<file path="config.mk">
export PLATFORM = sky130hd
export DESIGN_NAME = hex2ascii_stream_flat
export DESIGN_NICKNAME = d
export VERILOG_FILES = /design/src/rtl/hex2ascii_stream_if.sv /design/src/rtl/hex2ascii_stream.sv /design/src/flat_wrapper.sv
export SDC_FILE = /design/constraint.sdc
export NUM_CORES = 1
export LEC_CHECK = 0
export ABC_AREA = 1
export CAP_MARGIN = 40
export CORE_MARGIN = 10
export CORE_UTILIZATION = 31
export CTS_BUF_LIST = sky130_fd_sc_hd__clkbuf_8
export DETAILED_ROUTE_END_ITERATION = 12
export PLACE_DENSITY_LB_ADDON = 0.12
export SYNTH_ARGS = -nofsm -noshare
export SYNTH_HDL_FRONTEND = slang
export SYNTH_SLANG_ARGS = --single-unit
</file>
<file path="constraint.sdc">
create_clock -name clk -period 1.49 [get_ports clk]
set_clock_uncertainty 0.2 [all_clocks]
set_input_delay 0.447 -clock clk [delete_from_list [all_inputs] [get_ports clk]]
set_output_delay 0.447 -clock clk [all_outputs]
set_load 0.03 [all_outputs]
</file>
<file path="src/rtl/hex2ascii_stream_if.sv">
// hex2ascii_stream_if
//   Word-in / character-out handshake bundle for hex2ascii_stream.
//   master : word producer and character sink (drives in_*, lower, out_ready)
//   slave  : the serializer (drives in_ready, out_valid, out_char, out_last)
//   Signals:
//     in_valid, in_ready, in_data[WIDTH], lower          word handshake
//     out_valid, out_ready, out_char[7], out_last        character handshake
interface hex2ascii_stream_if #(
  parameter int WIDTH = 16
) ();
  logic             in_valid;
  logic             in_ready;
  logic [WIDTH-1:0] in_data;
  logic             lower;
  logic             out_valid;
  logic             out_ready;
  logic [6:0]       out_char;
  logic             out_last;

  modport master (
    output in_valid, in_data, lower, out_ready,
    input  in_ready, out_valid, out_char, out_last
  );

  modport slave (
    input  in_valid, in_data, lower, out_ready,
    output in_ready, out_valid, out_char, out_last
  );
endinterface

</file>
<file path="src/rtl/hex2ascii_stream.sv">
// hex2ascii_stream
//   Accepts one WIDTH-bit word and streams its hex representation as 7-bit
//   ASCII, most-significant nibble first, with optional "0x" prefix and
//   optional CR LF terminator.
//   Ports:
//     clk   clock, rising edge
//     rst   synchronous active-high reset
//     bus   hex2ascii_stream_if.slave (word in, characters out)
//     busy  high while a word is being emitted
//
//   state | meaning
//   IDLE  | waiting for a word, in_ready high
//   PFX0  | presenting '0'
//   PFX1  | presenting 'x'
//   DIGIT | presenting top nibble of the shift register
//   CR    | presenting carriage return
//   LF    | presenting line feed (last character)
module hex2ascii_stream #(
  parameter int WIDTH   = 16,
  parameter int PREFIX  = 0,
  parameter int NEWLINE = 0
) (
  input  logic                clk,
  input  logic                rst,
  hex2ascii_stream_if.slave   bus,
  output logic                busy
);
  localparam int NDIG = WIDTH / 4;
  localparam int CW   = (NDIG > 1) ? $clog2(NDIG) : 1;

  generate
    if ((WIDTH % 4) != 0 || WIDTH < 4) begin : g_bad_width
      $error("hex2ascii_stream: WIDTH must be a multiple of 4 and at least 4");
    end
  endgenerate

  typedef enum logic [2:0] {IDLE, PFX0, PFX1, DIGIT, CR, LF} state_t;

  state_t           state;
  logic [WIDTH-1:0] sh;
  logic [WIDTH-1:0] sh_next;
  logic             lower_q;
  logic [CW-1:0]    cnt;

  function automatic logic [6:0] hex_char(input logic [3:0] n, input logic low);
    if (n < 4'd10)
      return 7'h30 + 7'(n);
    else
      return (low ? 7'h61 : 7'h41) + 7'(n) - 7'd10;
  endfunction

  assign sh_next    = sh << 4;
  assign bus.in_ready = (state == IDLE) && !rst;

  // Only one digit and no terminator: the first digit is also the last char.
  localparam bit SINGLE_LAST = (NDIG == 1) && (NEWLINE == 0);

  always_ff @(posedge clk) begin
    if (rst) begin
      state         <= IDLE;
      sh            <= '0;
      lower_q       <= 1'b0;
      cnt           <= '0;
      bus.out_valid <= 1'b0;
      bus.out_char  <= 7'h00;
      bus.out_last  <= 1'b0;
      busy          <= 1'b0;
    end else begin
      case (state)
        IDLE: begin
          if (bus.in_valid) begin
            sh            <= bus.in_data;
            lower_q       <= bus.lower;
            cnt           <= CW'(NDIG - 1);
            bus.out_valid <= 1'b1;
            busy          <= 1'b1;
            if (PREFIX != 0) begin
              state        <= PFX0;
              bus.out_char <= 7'h30;
              bus.out_last <= 1'b0;
            end else begin
              state        <= DIGIT;
              bus.out_char <= hex_char(bus.in_data[WIDTH-1 -: 4], bus.lower);
              bus.out_last <= SINGLE_LAST;
            end
          end
        end
        PFX0: begin
          if (bus.out_ready) begin
            state        <= PFX1;
            bus.out_char <= 7'h78;
          end
        end
        PFX1: begin
          if (bus.out_ready) begin
            state        <= DIGIT;
            bus.out_char <= hex_char(sh[WIDTH-1 -: 4], lower_q);
            bus.out_last <= SINGLE_LAST;
          end
        end
        DIGIT: begin
          if (bus.out_ready) begin
            if (cnt == '0) begin
              if (NEWLINE != 0) begin
                state        <= CR;
                bus.out_char <= 7'h0D;
                bus.out_last <= 1'b0;
              end else begin
                state         <= IDLE;
                bus.out_valid <= 1'b0;
                bus.out_char  <= 7'h00;
                bus.out_last  <= 1'b0;
                busy          <= 1'b0;
              end
            end else begin
              sh           <= sh_next;
              cnt          <= cnt - 1'b1;
              bus.out_char <= hex_char(sh_next[WIDTH-1 -: 4], lower_q);
              // Moving onto the final digit.
              bus.out_last <= (cnt == CW'(1)) && (NEWLINE == 0);
            end
          end
        end
        CR: begin
          if (bus.out_ready) begin
            state        <= LF;
            bus.out_char <= 7'h0A;
            bus.out_last <= 1'b1;
          end
        end
        LF: begin
          if (bus.out_ready) begin
            state         <= IDLE;
            bus.out_valid <= 1'b0;
            bus.out_char  <= 7'h00;
            bus.out_last  <= 1'b0;
            busy          <= 1'b0;
          end
        end
        default: begin
          state         <= IDLE;
          bus.out_valid <= 1'b0;
          bus.out_char  <= 7'h00;
          bus.out_last  <= 1'b0;
          busy          <= 1'b0;
        end
      endcase
    end
  end
endmodule
</file>
<file path="src/flat_wrapper.sv">
// flat-port wrapper written by rule: the top's interface ports become plain ports
module hex2ascii_stream_flat 
#(
  parameter int WIDTH   = 16,
  parameter int PREFIX  = 0,
  parameter int NEWLINE = 0
)
  (clk, rst, busy, bus_in_valid, bus_in_data, bus_lower, bus_out_ready, bus_in_ready, bus_out_valid, bus_out_char, bus_out_last);
  hex2ascii_stream_if #(.WIDTH(WIDTH)) bus_i ();
  input  logic clk;
  input  logic rst;
  output logic busy;
  input wire logic [$bits(bus_i.in_valid)-1:0] bus_in_valid;
  input wire logic [$bits(bus_i.in_data)-1:0] bus_in_data;
  input wire logic [$bits(bus_i.lower)-1:0] bus_lower;
  input wire logic [$bits(bus_i.out_ready)-1:0] bus_out_ready;
  output wire logic [$bits(bus_i.in_ready)-1:0] bus_in_ready;
  output wire logic [$bits(bus_i.out_valid)-1:0] bus_out_valid;
  output wire logic [$bits(bus_i.out_char)-1:0] bus_out_char;
  output wire logic [$bits(bus_i.out_last)-1:0] bus_out_last;
  assign bus_i.in_valid = bus_in_valid;
  assign bus_i.in_data = bus_in_data;
  assign bus_i.lower = bus_lower;
  assign bus_i.out_ready = bus_out_ready;
  assign bus_in_ready = bus_i.in_ready;
  assign bus_out_valid = bus_i.out_valid;
  assign bus_out_char = bus_i.out_char;
  assign bus_out_last = bus_i.out_last;
  hex2ascii_stream #(.WIDTH(WIDTH), .PREFIX(PREFIX), .NEWLINE(NEWLINE)) u_core (.clk(clk), .rst(rst), .bus(bus_i), .busy(busy));
endmodule
</file>
# ---- After elaboration in Yosys (flattened, before gate mapping)
# Index checks and enable logic that the tools add are counted.
dict set report op_classes {
  bitwise 2
  n_eq_ne 15
  n_addsub 10
  n_reduce_logical 13
  n_mux 39
  magnitude_cmp 3
}
# op count
set ops {}
lappend ops {{2-to-1 mux 7 bit} 10}
lappend ops {{2-to-1 mux 16 bit} 3}
lappend ops {{case mux 7 bit (6 select lines)} 1}
lappend ops {{case mux 16 bit (2 select lines)} 1}
lappend ops {{adder 6 x 4 -> 7 bit, first input constant} 3}
lappend ops {{adder 7 x 4 -> 7 bit} 3}
lappend ops {{2-to-1 mux 3 bit} 7}
lappend ops {{subtractor 7 x 4 -> 7 bit, second input constant} 3}
lappend ops {{case mux 3 bit (6 select lines)} 1}
lappend ops {{!= test 2 bit, second input constant} 7}
lappend ops {{less-than comparator 4 bit, second input constant} 3}
lappend ops {{2-to-1 mux 6 bit} 2}
lappend ops {{AND reduction 5 bit} 2}
lappend ops {{2-to-1 mux 1 bit} 8}
lappend ops {{AND reduction 7 bit} 1}
lappend ops {{equality test 3 x 2 -> 1 bit, second input constant} 2}
lappend ops {{equality test 3 bit, second input constant} 2}
lappend ops {{2-to-1 mux 2 bit} 3}
lappend ops {{AND reduction 6 bit} 1}
lappend ops {{case mux 1 bit (5 select lines)} 1}
lappend ops {{!= test 2 x 1 -> 1 bit, second input constant} 2}
lappend ops {{case mux 1 bit (4 select lines)} 1}
lappend ops {{case mux 2 bit (2 select lines)} 1}
lappend ops {{AND reduction 4 bit} 1}
lappend ops {{other kinds (12)} 13}
dict set report word_totals {
  input_bits 21
  regBits 31
  output_inout_bits 11
  elab_cells 89
}

# ---- Logic depth before layout (Yosys ltp)
# Gate-level depths: netlist of the first run.
dict set report depth {
  ltp_word 7
  depth_mapped 11
}

# ---- Least setup slack after synthesis of the first run
# Ideal clock, no wire load.
dict set report synth_timing {
  kind {input to output}
  start {input port rst}
  end {output port bus_in_ready}
  path_stages 2
  arrival_time_ps 1082
  slack_ps -239
  path_cell_list {clkbuf_1 nor2_1}
}
dict set report synth_via {
  elab_chain_len 2
}
# item line
set synth_rtl {}
lappend synth_rtl {{start, declared} flat_wrapper.sv:11} ;# input logic rst;
lappend synth_rtl {{zero test 1 bit} hex2ascii_stream.sv:53} ;# assign bus.in_ready = (state == IDLE) && !rst;
lappend synth_rtl {{logical AND 1 bit} hex2ascii_stream.sv:53}
lappend synth_rtl {{end, declared} flat_wrapper.sv:17} ;# output wire logic [$bits(bus_i.in_ready)-1:0] bus_in_ready;
# No other way between the ends.

# ---- Worst setup path after layout of the first run
dict set report layout_timing {
  start {register u_core.state[0]}
  end {output port bus_in_ready}
}
dict set report layout_via {
  elab_chain_len 2
}
# item line
set layout_rtl {}
lappend layout_rtl {{start, declared} hex2ascii_stream.sv:39} ;# state_t state;
lappend layout_rtl {{start signal, assigned} hex2ascii_stream.sv:60} ;# state <= IDLE;
lappend layout_rtl {{start signal, assigned} hex2ascii_stream.sv:78} ;# state <= PFX0;
lappend layout_rtl {{start signal, assigned} hex2ascii_stream.sv:82} ;# state <= DIGIT;
lappend layout_rtl {{zero test 3 bit} hex2ascii_stream.sv:53}
lappend layout_rtl {{logical AND 1 bit} hex2ascii_stream.sv:53}
# No other way between the ends.

==> metrics.txt, run 1 <==
met2 Use GR=0.239; Final min period=1720 ps; clk slew on worst S/H paths=70 ps; Die H=99.0 um; Seq pwr share=0.213; f_max=580 MHz; Critical Path Start Type=flop; Lkg Pwr=1.47 nW; FF-to-FF Start=u_core.state[0]; # hold bufs at CTS=0; die footprint=0.00980 mm2; Root Buffer=clkbuf_8; Initial Util=0.323; relative slew slack=0.712; Residual DRC=0; antenna violations before repair=0; CP arrival=1080 ps; Area Growth Syn to Fin=67.9%; Antenna Cells=0; post-synthesis sequential area ratio=0.321; number of synthesized register bits=31; clock group share of total power=0.088; hold wc startpoint=u_core.bus.out_char[6]; first-pass GRT wire length=11000 um; Crit Path Max Fanout=3; Vias=2216; M3 GR Usage=0.0377; GRT busiest layer=met2; reg2reg path depth=11; Mapped Nets=323; status=complete, but fails checks; layout cell share with drive strength beyond 1=0.441; global route total overflow=0; Critical Path RT=840 ps; Slew @ Worst Pin=427 ps; top_reg_cell synth=dfxtp_1; failing checks=negative setup slack; number of synthesized flops with an enable pin=0; Final Core Density=0.543; # fillers=623; hold path depth=2; RD Place Congestion=0.887; Ports=32; Placeable Area=0.00599 mm2; drt wl/cell=14.3 um; RSZ-0062 raised after global routing=true; Core Rows=28; maximum vdd drop=1.18 mV; fin. max-slew vios=0; IO buf count=31; Worst-Skew Late Latency=290 ps; commonest non-fill, non-tap cell in the layout=nand2_1; Hold Vio Cnt, Final=0; Mapped Area=0.00194 mm2; M1 GR Usage=0.156; clock tree sinks=31; CTS H-tree depth=2; synth unique cells=30; largest net degree at the start of global routing=20; Tcrit/Tclk final=1.16; critical path endpoint category=output port; pwr dens=2240 mW/mm2; Synth Area per Inst=6.52 um2; drt initial violations=98; worst setup margin=-234 ps; Syn. warnings=0; Total GRT Usage=0.135; post-DP HPWL=4540 um; Routed WL=6600 um; max-cap viol count=0; TNS Setup=-4430 ps; most frequent cells in the layout=82 x nand2_1, 49 x buf_4, 26 x inv_1; cts bufs inserted=5; net switching power=0.00354 W; Hold WC Path Type=flop to flop; combinational fraction of design power=0.698; Setup-failing EPs final=31; CTS tree=done; nets@finish=413; Power Internal=0.00375 W; Cells after Synth=297; vias in the first global route=2306; asr flop ratio synth=0; pre-CTS setup slack=-676 ps; worst min-delay path endpoint=u_core.bus.out_char[6]; flop-to-flop setup slack=-200 ps; sw frac=0.486; Die Span X=99.0 um; r2r endpoint=u_core.cnt[0]; post-route ant nets=0; length of the first detailed-routing pass in iterations=4; Crit Path Class=flop to output port; Avg Vias per Cell=4.79; CTS Buffer Depth=2
## stage by stage
step / instance area (um2) / std cells / power (W) / hold WS (ps)
3_5_place_dp: 2680 / 443 / 0.00528 / 261
5_1_grt: 3250 / 463 / 0.00784 / 293
3_3_place_gp: 2680 / 443 / 0.00526 / 258
4_1_cts: 3160 / 464 / 0.00707 / 269
2_1_floorplan: 1990 / 297 / 0.00391 / 245
6_report: 3250 / 463 / 0.00728 / 270
## layout make-up
class	instances	area, um2	share of cell area
Clock buffer	5	68.8	0.0212
Sequential cell	31	637	0.196
Timing Repair Buffer	88	792	0.244
Multi-Input combinational cell	226	1470	0.453
Timing Repair inverter	1	16.3	0.00500
Tap cell	75	93.8	0.0289
Clock inverter	3	12.5	0.00385
Inverter	34	158	0.0485
## critical path: stages, from the launching register on
cell,delay [ps]
dfxtp_4,360
nor2_4,130
nand2_4,80
nor2_4,80
buf_6,130
## synthesized netlist by cell type (2+ instances only)
library cell  number  area share
dfxtp_1           31        0.32
a21oi_2           13       0.059
nand2_4            2       0.012
nand2_2            5       0.016
inv_1             26       0.050
nand2_1           92        0.18
o21ai_1           15       0.039
o21ai_0           13       0.034
o211ai_1           2      0.0078
buf_2              2      0.0052
nor3_1             2      0.0052
inv_2              7       0.014
nor2_1            27       0.052
clkbuf_1           3      0.0058
nand4_1            3      0.0097
nand3_1           24       0.062
a21oi_1           12       0.031
ha_1               5       0.032
o21ai_2            2      0.0091
## logic make-up (layout without fill, tap and decap cells)
logic type,count (synthesis),after routing,synth area share
simple gates,161,163,0.369
flops,31,31,0.321
fa+ha+maj,5,5,0.0323
compound gates,58,58,0.183
buf+inv,42,131,0.0950
## worst max path at each step
| stage | startpoint | end | slack [ps] | cells past startpoint |
|---|---|---|---|---|
| floorplan | u_core.state[2] | u_core.sh[14] | -30 | 9 |
| global placement | bus_in_data[13] | u_core.bus.out_char[0] | -610 | 7 |
| detailed placement | bus_in_data[13] | u_core.bus.out_char[0] | -680 | 7 |
| CTS | u_core.state[0] | bus_in_ready | -230 | 4 |
| global route | u_core.state[0] | u_core.cnt[0] | -280 | 11 |
| finish | u_core.state[0] | bus_in_ready | -230 | 4 |
## timing repair
action                                  CTS  global route
gates cloned                              3             0
gates resized for setup                  82            25
endpoints found under the setup margin   32            34
pin swaps                                27            11
setup buffers                            10             0
## layer usage
metal	vias up	routed length, um
li1	1139	-
met1	1016	2840
met4	0	102
met3	13	325
met5	-	0
met2	48	3330
## power groups by stage
stage / Clock [W] / Combinational [W] / Sequential, W
final: 0.000645 / 0.00508 / 0.00155
after global placement: 0 / 0.00373 / 0.00152
after floorplan: 0 / 0.00223 / 0.00167
after CTS: 0.000663 / 0.00488 / 0.00154
after detailed placement: 0 / 0.00374 / 0.00154
after global routing: 0.000699 / 0.00553 / 0.00161
## registers in the layout (all words and copies together), names as in the netlist
| register | cells |
|---|---|
| u_core.state | 3 |
| u_core.sh | 16 |
| u_core.bus.out_char | 7 |
| u_core.lower_q | 1 |
| u_core.cnt | 2 |
| u_core.bus.out_valid | 1 |
| u_core.bus.out_last | 1 |
Note: power is estimated with default switching activity, not from simulation.
==> inputs of run 2 (changes only) <==
--- a/config.mk
+++ b/config.mk
@@ -8,7 +8,7 @@
 export ABC_AREA = 1
 export CAP_MARGIN = 40
 export CORE_MARGIN = 10
-export CORE_UTILIZATION = 31
+export CORE_UTILIZATION = 59
 export CTS_BUF_LIST = sky130_fd_sc_hd__clkbuf_8
 export DETAILED_ROUTE_END_ITERATION = 12
 export PLACE_DENSITY_LB_ADDON = 0.12
==> constraint.sdc (replaced) <==
create_clock -name clk -period 2.1 [get_ports clk]
set_clock_uncertainty 0.2 [all_clocks]
set_input_delay 0.63 -clock clk [delete_from_list [all_inputs] [get_ports clk]]
set_output_delay 0.63 -clock clk [all_outputs]
set_load 0.03 [all_outputs]
==> run 2 against run 1 <==
  * The run now ends clean
  * Count of clock-buffer cells in the layout up 2
  * Global-route usage up 3.8 points
  * Sequential cell count unchanged
  * Combinational power down 56%
  * Sequential share of layout area up 5.3 points
  * Sequential power down 32%
  * Setup slack better by 300 ps
  * Die area down 39%
  * First-iteration DRC count up 99%
  * Highest routed layer unchanged
==> metrics.txt, run 2 (synthesis gave the netlist of run 1 again) <==
Placeable Area=0.00310 mm2 (-48%); Final Core Density=0.804 (+0.262); relative slew slack=0.680 (-0.0324); Crit Path Class=input pin to output port; hold path depth=2 (unchanged); IO buf count=31 (unchanged); sw frac=0.482 (-0.00372); Lkg Pwr=1.20 nW (-18%); Antenna Cells=0 (unchanged); global route total overflow=0 (unchanged); layout cell share with drive strength beyond 1=0.187 (-0.254); Die Span X=77.3 um (-22%); Residual DRC=0 (unchanged); maximum vdd drop=0.970 mV (-18%); antenna violations before repair=0 (unchanged); drt initial violations=195 (+99%); Setup-failing EPs final=0 (-100%); clk slew on worst S/H paths=60 ps (about the same); CTS H-tree depth=2 (unchanged); most frequent cells in the layout=92 x nand2_1, 30 x dfxtp_1, 27 x inv_1; biggest regs=u_core.sh x16, u_core.bus.out_char x7, u_core.state x3; Core Rows=20 (-29%); # hold bufs at CTS=0 (unchanged); Vias=2076 (-6.3%); max reg flops=16 (unchanged); Critical path origin=rst; FF-to-FF Start=u_core.cnt[0]; largest register by flop count=u_core.sh; Area Growth Syn to Fin=29.0%; clock group share of total power=0.133 (+0.045); critical path endpoint category=output port; max-cap viol count=0 (unchanged); clock tree sinks=31 (unchanged); fin. max-slew vios=0 (unchanged); Final min period=2030 ps; first-pass GRT wire length=8780 um (-20%); CTS tree=done; CP arrival=1200 ps (+120 ps); Root Buffer=clkbuf_8; worst min-delay path endpoint=u_core.bus.out_char[0]; CTS Buffer Depth=2 (unchanged); Hold WC Path Type=flop to flop; largest net degree at the start of global routing=23 (+15%); f_max=491 MHz; Worst-Skew Late Latency=280 ps (about the same); Slew @ Worst Pin=475 ps (+48.1 ps); net switching power=0.00184 W (-48%); Crit Path Max Fanout=2 (-1); Initial Util=0.624 (+0.301); Critical Path RT=1270 ps (+430 ps); nets@finish=373 (-9.7%); RD Place Congestion=0.953 (+7.4%); drt wl/cell=13.3 um (-7.1%); hold wc startpoint=u_core.bus.out_char[0]; post-DP HPWL=4020 um (-11%); pre-CTS setup slack=-132 ps (+544 ps); Max Used Layer=met4; met3 wire len=327 um (+0.62%); DP Area=0.00241 mm2 (-10%); pwr dens=1530 mW/mm2 (-32%); combinational fraction of design power=0.591 (-0.107); DP Cell Count=384 (-13%); die footprint=0.00597 mm2 (-39%); Seq pwr share=0.276 (+0.063); fin cells=392 (-15%); RSZ-0062 raised after global routing=false; worst setup margin=65.0 ps (+299 ps); M1 WL=2220 um (-22%); vias in the first global route=1990 (-14%); Avg Vias per Cell=5.30 (+11%); # fillers=264 (-58%); length of the first detailed-routing pass in iterations=4 (unchanged); Routed WL=5190 um (-21%); Post-CTS Repair Setup Buffers=0 (-10); Critical Path Start Type=input pin; post-route ant nets=0 (unchanged); Total GRT Usage=0.173 (+0.0383); Hold Vio Cnt, Final=0 (unchanged); Power Internal=0.00198 W (-47%); flop-to-flop setup slack=220 ps (+420 ps); commonest non-fill, non-tap cell in the layout=nand2_1; Design Area, Final=0.00250 mm2 (-23%); Tot Pwr=0.00382 W (-48%); Tcrit/Tclk final=0.969; metal2 WL=2560 um (-23%); status=completed; Die H=77.3 um (-22%); cts bufs inserted=5 (unchanged); r2r endpoint=u_core.sh[0]; Ports=32 (unchanged); reg2reg path depth=9 (-2)
==> run 2: metal layers <==
layer / global-route usage / vias up
met3: 0.0466 / 10
li1: - / 1056
met4: 0.0584 / 0
met2: 0.300 / 61
met1: 0.199 / 949
met5: 0 / -
==> run 2: area by class of cell <==
class,count,area [um2],share of cell area
clock buffers,7,96.3,0.0386
clock inverters,1,3.75,0.00150
inverters,34,129,0.0516
multi-input cells,224,1130,0.454
flip-flops and latches,31,622,0.249
well taps,44,55.1,0.0221
repair buffers,51,457,0.183
==> run 2: timing repair <==
action                                 CTS  global route
pin swaps                                1             0
setup endpoints to repair               11             1
endpoints found under the hold margin    0             0
gates cloned                             0             0
gates resized for setup                 11             2
==> run 2: power by group through the flow <==
| stage | Sequential, W | Clock, W | Combinational [W] |
|---|---|---|---|
| floorplan | 0.00116 | 0 | 0.00152 |
| global placement | 0.00105 | 0 | 0.00224 |
| detailed placement | 0.00106 | 0 | 0.00229 |
| CTS | 0.00105 | 0.000512 | 0.00225 |
| global route | 0.00109 | 0.000545 | 0.00253 |
| finish | 0.00105 | 0.000508 | 0.00226 |
==> run 2: worst max-delay path, stage by stage <==
cell           delay [ps]
dlygate4sd2_1         260
nor2_1                130
buf_4                 190
==> run 2: worst max-delay path by stage <==
stage,end,depth (start not counted)
finish,bus_in_ready,3
global route,bus_in_ready,4
CTS,bus_in_ready,4
detailed placement,u_core.bus.out_char[1],10
global placement,bus_in_ready,3
floorplan,bus_in_ready,2
==> run 2: per-stage QoR <==
| stage | setup TNS (ps) | hold WS (ps) |
|---|---|---|
| finish | 0 | 260 |
| global route | 0 | 274 |
| CTS | 0 | 259 |
| detailed placement | -1760 | 252 |
| global placement | -1090 | 251 |
| floorplan | 0 | 245 |
